[config.mk]
export PLATFORM = sky130hd
export DESIGN_NAME = pc_stack_unit
export DESIGN_NICKNAME = d
export VERILOG_FILES = /design/src/rtl/pc_stack_unit.sv
export SDC_FILE = /design/constraint.sdc
export NUM_CORES = 1
export LEC_CHECK = 0
export BUFFER_PORTS_ARGS = -buffer_cell sky130_fd_sc_hd__buf_2
export CORE_MARGIN = 10
export CORE_UTILIZATION = 50
export DETAILED_ROUTE_END_ITERATION = 8
export GPL_ROUTABILITY_DRIVEN = 1
export GPL_TIMING_DRIVEN = 0
export PLACE_DENSITY = 0.81
export SLEW_MARGIN = 25
export SYNTH_ARGS = -nofsm -noshare
export SYNTH_HDL_FRONTEND = slang
export SYNTH_SLANG_ARGS = --single-unit
[constraint.sdc]
create_clock -name clk -period 1.8 [get_ports clk]
set_input_delay 0 -clock clk [delete_from_list [all_inputs] [get_ports clk]]
set_output_delay 0 -clock clk [all_outputs]
set_load 0.02 [all_outputs]
[src/rtl/pc_stack_unit.sv]
// pc_stack_unit: program-counter stage with a small LIFO return-address stack.
// Each cycle it picks the next address: return, call, jump or increment, in that order of priority.
// Calls and returns that the stack cannot honour fall back to a plain increment and raise a one-cycle flag.
module pc_stack_unit #(
    parameter int WIDTH = 4,
    parameter int DEPTH = 4
) (
    input  logic             clk,
    input  logic             reset,
    input  logic             stall,
    input  logic             jump,
    input  logic             call,
    input  logic             ret,
    input  logic [WIDTH-1:0] target,
    output logic [WIDTH-1:0] pc,
    output logic             stack_full,
    output logic             stack_empty,
    output logic             overflow,
    output logic             underflow
);

    localparam int SP_W = $clog2(DEPTH + 1);
    localparam logic [SP_W-1:0] SP_MAX = SP_W'(DEPTH);
    localparam logic [SP_W-1:0] SP_ONE = SP_W'(1);

    logic [SP_W-1:0]  sp;
    logic [WIDTH-1:0] stack [DEPTH];

    logic [WIDTH-1:0] pc_inc;
    logic [WIDTH-1:0] pop_data;
    logic [WIDTH-1:0] pc_next;
    logic [SP_W-1:0]  sp_next;
    logic [SP_W-1:0]  sp_top;

    logic do_ret;
    logic do_call;
    logic do_jump;
    logic do_pop;
    logic do_push;
    logic reject_ret;
    logic reject_call;

    // Flags are decoded straight from the registered stack pointer.
    assign stack_full  = (sp == SP_MAX);
    assign stack_empty = (sp == '0);

    // Return address is the address after the call; wraps naturally at all-ones.
    assign pc_inc = pc + WIDTH'(1);
    assign sp_top = sp - SP_ONE;

    // Resolve the request priority: ret > call > jump > increment, all gated by stall.
    always_comb begin
        do_ret      = !stall && ret;
        do_call     = !stall && !ret && call;
        do_jump     = !stall && !ret && !call && jump;
        do_pop      = do_ret && !stack_empty;
        reject_ret  = do_ret && stack_empty;
        do_push     = do_call && !stack_full;
        reject_call = do_call && stack_full;
    end

    // Read the top-of-stack entry; only entries below sp are ever selected.
    always_comb begin
        pop_data = '0;
        for (int i = 0; i < DEPTH; i++) begin
            if (sp_top == SP_W'(i)) begin
                pop_data = stack[i];
            end
        end
    end

    // Next pc and stack pointer; rejected calls/returns behave like an increment.
    always_comb begin
        pc_next = pc_inc;
        sp_next = sp;
        if (stall) begin
            pc_next = pc;
        end else if (do_pop) begin
            pc_next = pop_data;
            sp_next = sp - SP_ONE;
        end else if (do_push) begin
            pc_next = target;
            sp_next = sp + SP_ONE;
        end else if (do_jump) begin
            pc_next = target;
        end
    end

    // Register pc, stack pointer and the one-cycle rejection pulses.
    always_ff @(posedge clk or negedge reset) begin
        if (!reset) begin
            pc        <= '0;
            sp        <= '0;
            overflow  <= 1'b0;
            underflow <= 1'b0;
        end else begin
            pc        <= pc_next;
            sp        <= sp_next;
            overflow  <= reject_call;
            underflow <= reject_ret;
        end
    end

    // Push the return address into the slot at sp; popped entries are left intact.
    always_ff @(posedge clk or negedge reset) begin
        if (!reset) begin
            for (int i = 0; i < DEPTH; i++) begin
                stack[i] <= '0;
            end
        end else if (do_push) begin
            for (int i = 0; i < DEPTH; i++) begin
                if (sp == SP_W'(i)) begin
                    stack[i] <= pc_inc;
                end
            end
        end
    end

endmodule

# Yosys cells after proc, flatten, opt, wreduce, memory -nomap -nowiden

Index checks and enable logic that the tools add are counted.

Word-level logic and storage cells: 50
Flip-flop bits (word level): 25

$add $sub $neg: 3
Equal/unequal tests: 7
Bitwise operators: 1
Reduce and logical (&&, ||, !) cells: 22
Mux-type cells: 9

Operator list:

| operator            | number |
|---|---|
| $mux 4              | 7 |
| $eq 3x2->1 const B  | 4 |
| $reduce_and 2->1    | 5 |
| $logic_and 1x1->1   | 9 |
| $eq 3x1->1 const B  | 2 |
| $logic_not 3->1     | 2 |
| $mux 3              | 2 |
| $logic_not 1->1     | 5 |
| $add 4x1->4 const B | 1 |
| $add 3x1->3 const B | 1 |
| $eq 3x3->1 const B  | 1 |
| $sub 3x1->3 const B | 1 |
| $reduce_bool 2->1   | 1 |
| $not 1->1           | 1 |

# Longest topological paths before layout

Depth after elaboration: 7
Depth in mapped cells: 8
Mapped depth without buffers: 7

# Worst setup path after synthesis

No wires, ideal clock.

Kind: flip-flop to flip-flop
Start: reg sp[0]
End: reg pc[0]
Data arrival time: 1.763 ns
Buffers on the path: 1
Path slack: -0.096 ns
Clock period less this slack: 1.896 ns
Stages on the path, launching flop included: 9
Cells stage by stage: dfrtp_1 inv_1 ha_1 buf_6 nand2_8 inv_4 a2111oi_4 mux2i_1 o211ai_2

Elaborated cells on any way between the ends: 17
Classes of those cells: add/sub: 1; eq/ne: 4; mux: 6; reduce/logical: 6

RTL lines:

| element                | line | text |
|---|---|---|
| start, declared        | 26   | `logic [SP_W-1:0] sp;` |
| start signal, assigned | 98   | `sp <= sp_next;` |
| $eq 3x3->1             | 44   | `assign stack_full = (sp == SP_MAX);` |
| via stack_full         | 16   | `output logic stack_full,` |
| $logic_not 1->1        | 58   | `do_push = do_call && !stack_full;` |
| $logic_and 1x1->1      | 58   |  |
| $mux 4                 | 81   | `end else if (do_push) begin` |
| $mux 4                 | 78   | `end else if (do_pop) begin` |
| end signal, assigned   | 97   | `pc <= pc_next;` |
| end, declared          | 15   | `output logic [WIDTH-1:0] pc,` |

The timed path passes the listed nets, and every way through them passes these cells.
A chain may end at the register's enable or synchronous reset.

# Worst setup path in the final report

Start: reg sp[0]
End: reg stack[3] (netlist name)

Cells in the longest elaborated chain, start to end: 4
Elaborated cells on any way between the ends: 5
Classes of those cells: eq/ne: 2; reduce/logical: 3

RTL lines:

| element                             | line | text |
|---|---|---|
| $eq 3x3->1                          | 44   |  |
| $logic_not 1->1                     | 58   |  |
| $logic_and 1x1->1                   | 58   |  |
| $reduce_and 2->1 (no source line) * | n/a  |  |
| end signal, assigned by index       | 113  | `stack[i] <= pc_inc;` |
| end, declared                       | 27   | `logic [WIDTH-1:0] stack [DEPTH];` |

Every way passes the cells marked *; elsewhere a longest branch is shown, timed or not.

==> Implementation_results.wiki <==
{| class="wikitable"
! Metric !! Value
|-
| Highest cell delay on the worst timing path || 0.44 ns
|-
| Overall global routing resource usage || 13.3%
|-
| Area growth from synthesis to layout || 26.2%
|-
| Number of remaining DRC errors || 0
|-
| Required time of the worst setup path || 2.05 ns
|-
| Max Root-Sink Buffers || 2
|-
| Tmin final || 1.78 ns
|-
| # rows || 19
|-
| Number of library cell types mapped by synthesis || 38
|-
| Async SR Flop Fraction || 100%
|-
| Clock tree sinks || 25
|-
| Leading cell type in the layout, fill and taps excluded || sky130_fd_sc_hd__dfrtp_1
|-
| Crit share post-route || 98.8%
|-
| Horizontal die dimension || 73.6 um
|-
| Mean instance size in the synthesized netlist || 10.6 sq um
|-
| Reg-to-reg slack, setup || 0.02 ns
|-
| Pin count of the biggest net entering global routing || 26
|-
| Critical path data arrival time || 2.03 ns
|-
| Number of design-rule violations left by the first detailed-router iteration || 80
|-
| Tightest slew margin relative to the limit || 62.0%
|-
| Critical path, cell by cell || buf_4, buf_4, ha_1, ha_1, nand4_1, buf_4, mux2_2
|-
| Most frequent cells in the layout || sky130_fd_sc_hd__dfrtp_1, sky130_fd_sc_hd__buf_2, sky130_fd_sc_hd__nand2_1
|-
| Xor and xnor area share after synthesis || 2.44%
|-
| Antenna diode count || 0
|-
| Number of ports placed on the die boundary || 18
|-
| Class of the most critical hold timing path || in2reg
|-
| Combinational family with the most area after synthesis || compound AO/OA/AOI/OAI gates
|-
| Dominant cell type by count on the critical path || sky130_fd_sc_hd__buf_4
|-
| Simple logic cell fraction of the synthesized area || 15.6%
|-
| Number of iterations in the first detailed-routing pass || 4
|-
| Core region area || 2760 sq um
|-
| Antenna Nets Post-Route || 0
|-
| Worst-margin pin slew || 0.570 ns
|-
| Clock latency at the later pin of the worst-skew pair || 0.34 ns
|-
| Number of warnings reported in the yosys synthesis log || 0
|-
| Vias per std cell || 5.89
|-
| Register bit total from synthesis || 25
|-
| Number of enable-type register cells in the synthesized netlist || 0
|-
| Clk pin slew, worst setup/hold paths || 0.15 ns
|-
| Gr ovfl total || 0
|-
| Placed Cells incl. Taps || 181
|-
| Leakage || 0.000823 uW
|-
| Final wirelength || 3580 um
|-
| CP startpoint kind || flip-flop
|-
| Setup violation total in the final timing report || 0
|-
| Final hold slack || 0.0220 ns
|-
| Multiplexer share of the synthesized area || 8.38%
|-
| Placed wire-length estimate || 2450 um
|-
| CTS buffer count || 3
|-
| Ys flop type || sky130_fd_sc_hd__dfrtp_1
|-
| Fraction of the mapped netlist area in compound gates || 17.5%
|-
| Post-synthesis instance area || 1430 sq um
|-
| Result of the run || finished, final reports clean
|-
| Max Cap Viol || 0
|-
| Syn_nets || 154
|-
| Hold violation count in the final report || 0
|-
| Peak fanout along the critical path || 5
|-
| Die extent in y || 73.6 um
|-
| Category of the critical setup timing path || reg2reg
|-
| Largest clock skew in the final design || 0.00234 ns
|-
| Gate Count Post-Synth || 135
|-
| Final non-filler cell total || 204
|-
| H-tree lvl count || 1
|-
| RD Place Congestion || 0.896
|-
| Overall via count from detail_route || 1202
|-
| Sequential-to-total area share from yosys stat || 43.6%
|-
| Root cell of the clock tree || sky130_fd_sc_hd__clkbuf_4
|-
| Number of global-route vias before repair || 1220
|-
| Max rail drop VDD || 1.27 mV
|-
| Detailed-route wire length per cell || 17.5 um
|-
| Fmax || 562 MHz
|-
| Kind of end point of the critical path || flip-flop
|-
| Initial standard-cell utilization of the core || 52.0%
|-
| TritonCTS clock tree || done
|-
| Net count of the finished layout || 193
|-
| Die Footprint || 5410 sq um
|-
| Antenna violations before repair || 0
|-
| Slowest stage cell on the critical path || sky130_fd_sc_hd__dfrtp_2
|-
| PD cells || 1630 nW/um^2
|-
| Port Buf Inserts || 15
|-
| Global-route wire length before repair || 5800 um
|-
| Final Slew Violations || 0
|-
| Proportion of layout cells with a drive suffix above 1 || 38.7%
|-
| Adder and majority cell fraction of the synthesized area || 7.85%
|}
state kept, by name, summed over array words and instances (netlist names):
register and count:
overflow 1, underflow 1, stack 16, sp 3, pc 4
Yosys cell counts, types with 2 or more instances:
| master | count | area share (%) |
|---|---|---|
| sky130_fd_sc_hd__mux2_2 | 8 | 6.3 |
| sky130_fd_sc_hd__nand4_1 | 4 | 1.7 |
| sky130_fd_sc_hd__nand3_1 | 4 | 1.4 |
| sky130_fd_sc_hd__xnor2_1 | 3 | 1.8 |
| sky130_fd_sc_hd__nand2b_1 | 3 | 1.3 |
| sky130_fd_sc_hd__nor2_1 | 4 | 1.0 |
| sky130_fd_sc_hd__a211oi_1 | 2 | 1.0 |
| sky130_fd_sc_hd__buf_2 | 2 | 0.70 |
| sky130_fd_sc_hd__nand2_1 | 15 | 3.9 |
| sky130_fd_sc_hd__dfrtp_1 | 25 | 44 |
| sky130_fd_sc_hd__buf_6 | 2 | 1.6 |
| sky130_fd_sc_hd__nor3_1 | 2 | 0.70 |
| sky130_fd_sc_hd__inv_1 | 6 | 1.6 |
| sky130_fd_sc_hd__or3_1 | 2 | 0.87 |
| sky130_fd_sc_hd__o211ai_2 | 3 | 2.6 |
| sky130_fd_sc_hd__ha_1 | 9 | 7.9 |
| sky130_fd_sc_hd__or2_2 | 2 | 0.87 |
| sky130_fd_sc_hd__mux2i_1 | 3 | 2.1 |
| sky130_fd_sc_hd__o21ai_0 | 14 | 4.9 |
| sky130_fd_sc_hd__a21oi_1 | 2 | 0.70 |
| sky130_fd_sc_hd__o2111ai_1 | 3 | 1.8 |
layer usage:
metal	global-route usage (%)	share of wire (%)	vias to the layer above
met2	22.3	51	35
met1	15.3	41	594
met3	4.58	6.6	7
met4	4.55	1.2	0
met5	0	0	-
li1	-	-	566
kinds of logic (layout without fill, tap and decap cells):
| group | Yosys count | after routing |
|---|---|---|
| buffers and inverters | 12 | 50 |
| and+or+nand+nor | 41 | 41 |
| xor gates and xnor gates | 4 | 4 |
| adders and majority gates | 9 | 9 |
| muxes | 11 | 11 |
| DFF | 25 | 25 |
| AOI/OAI and AO/OA | 33 | 33 |
metrics by stage:
| stage | power, uW | setup slack [ns] | TNS (ns) | util, % | instance area, sq um |
|---|---|---|---|---|---|
| after CTS | 2760 | 0.00570 | 0 | 62.4 | 1720 |
| after floorplan | 1940 | -0.0191 | -0.0935 | - | 1430 |
| after global routing | 3140 | -0.0142 | -0.0142 | 65.6 | 1810 |
| after detailed placement | 2310 | -0.202 | -0.969 | 56.1 | 1550 |
| final | 2940 | 0.0209 | 0 | 65.6 | 1810 |
| after global placement | 2220 | -0.186 | -0.768 | 56.1 | 1550 |
path summary, 6_finish.rpt:
path                               start  endpoint  cells after the start
worst max register to register     sp[0]  stack[3]                      7
worst min-delay path                 ret  overflow                      3
min in group asynchronous          reset     sp[1]                      2
max in group asynchronous          reset     sp[0]                      2
worst max-delay path               sp[0]  stack[3]                      7
worst min register to register  stack[6]  stack[6]                      2
worst max-delay path: cells and delay by family (launching register included):
| family | cells | cell delay, ns |
|---|---|---|
| mux | 1 | 0.34 |
| simple gates | 1 | 0.08 |
| buf+inv | 3 | 0.43 |
| fa+ha+maj | 2 | 0.39 |
| flops | 1 | 0.44 |
report_power, final:
part	switching, uW	internal, uW	leakage (uW)	total, uW
registers	178	795	0.000318	973
clock network	195	85.5	0.0000139	280
logic	927	762	0.000491	1690
total	1300	1640	0.000823	2940
layout make-up:
class                           count  area (sq um)
Multi-Input combinational cell     98           812
Inverter                            7          28.8
Buffer                              3          21.3
Clock buffer                        3          22.5
Fill cell                         206           948
Clock inverter                      1          7.51
Tap cell                           31          38.8
Sequential cell                    25           627
Timing Repair Buffer               36           251
repair_timing:
action                                  in CTS  in global routing
endpoints found under the setup margin       8                 14
endpoints found under the hold margin       29                  0
hold buffers                                 6                  0
buffers inserted                            10                  5
gates resized for setup                      4                 14
pin swaps                                    2                  4
(Power assumes the default switching activity.)
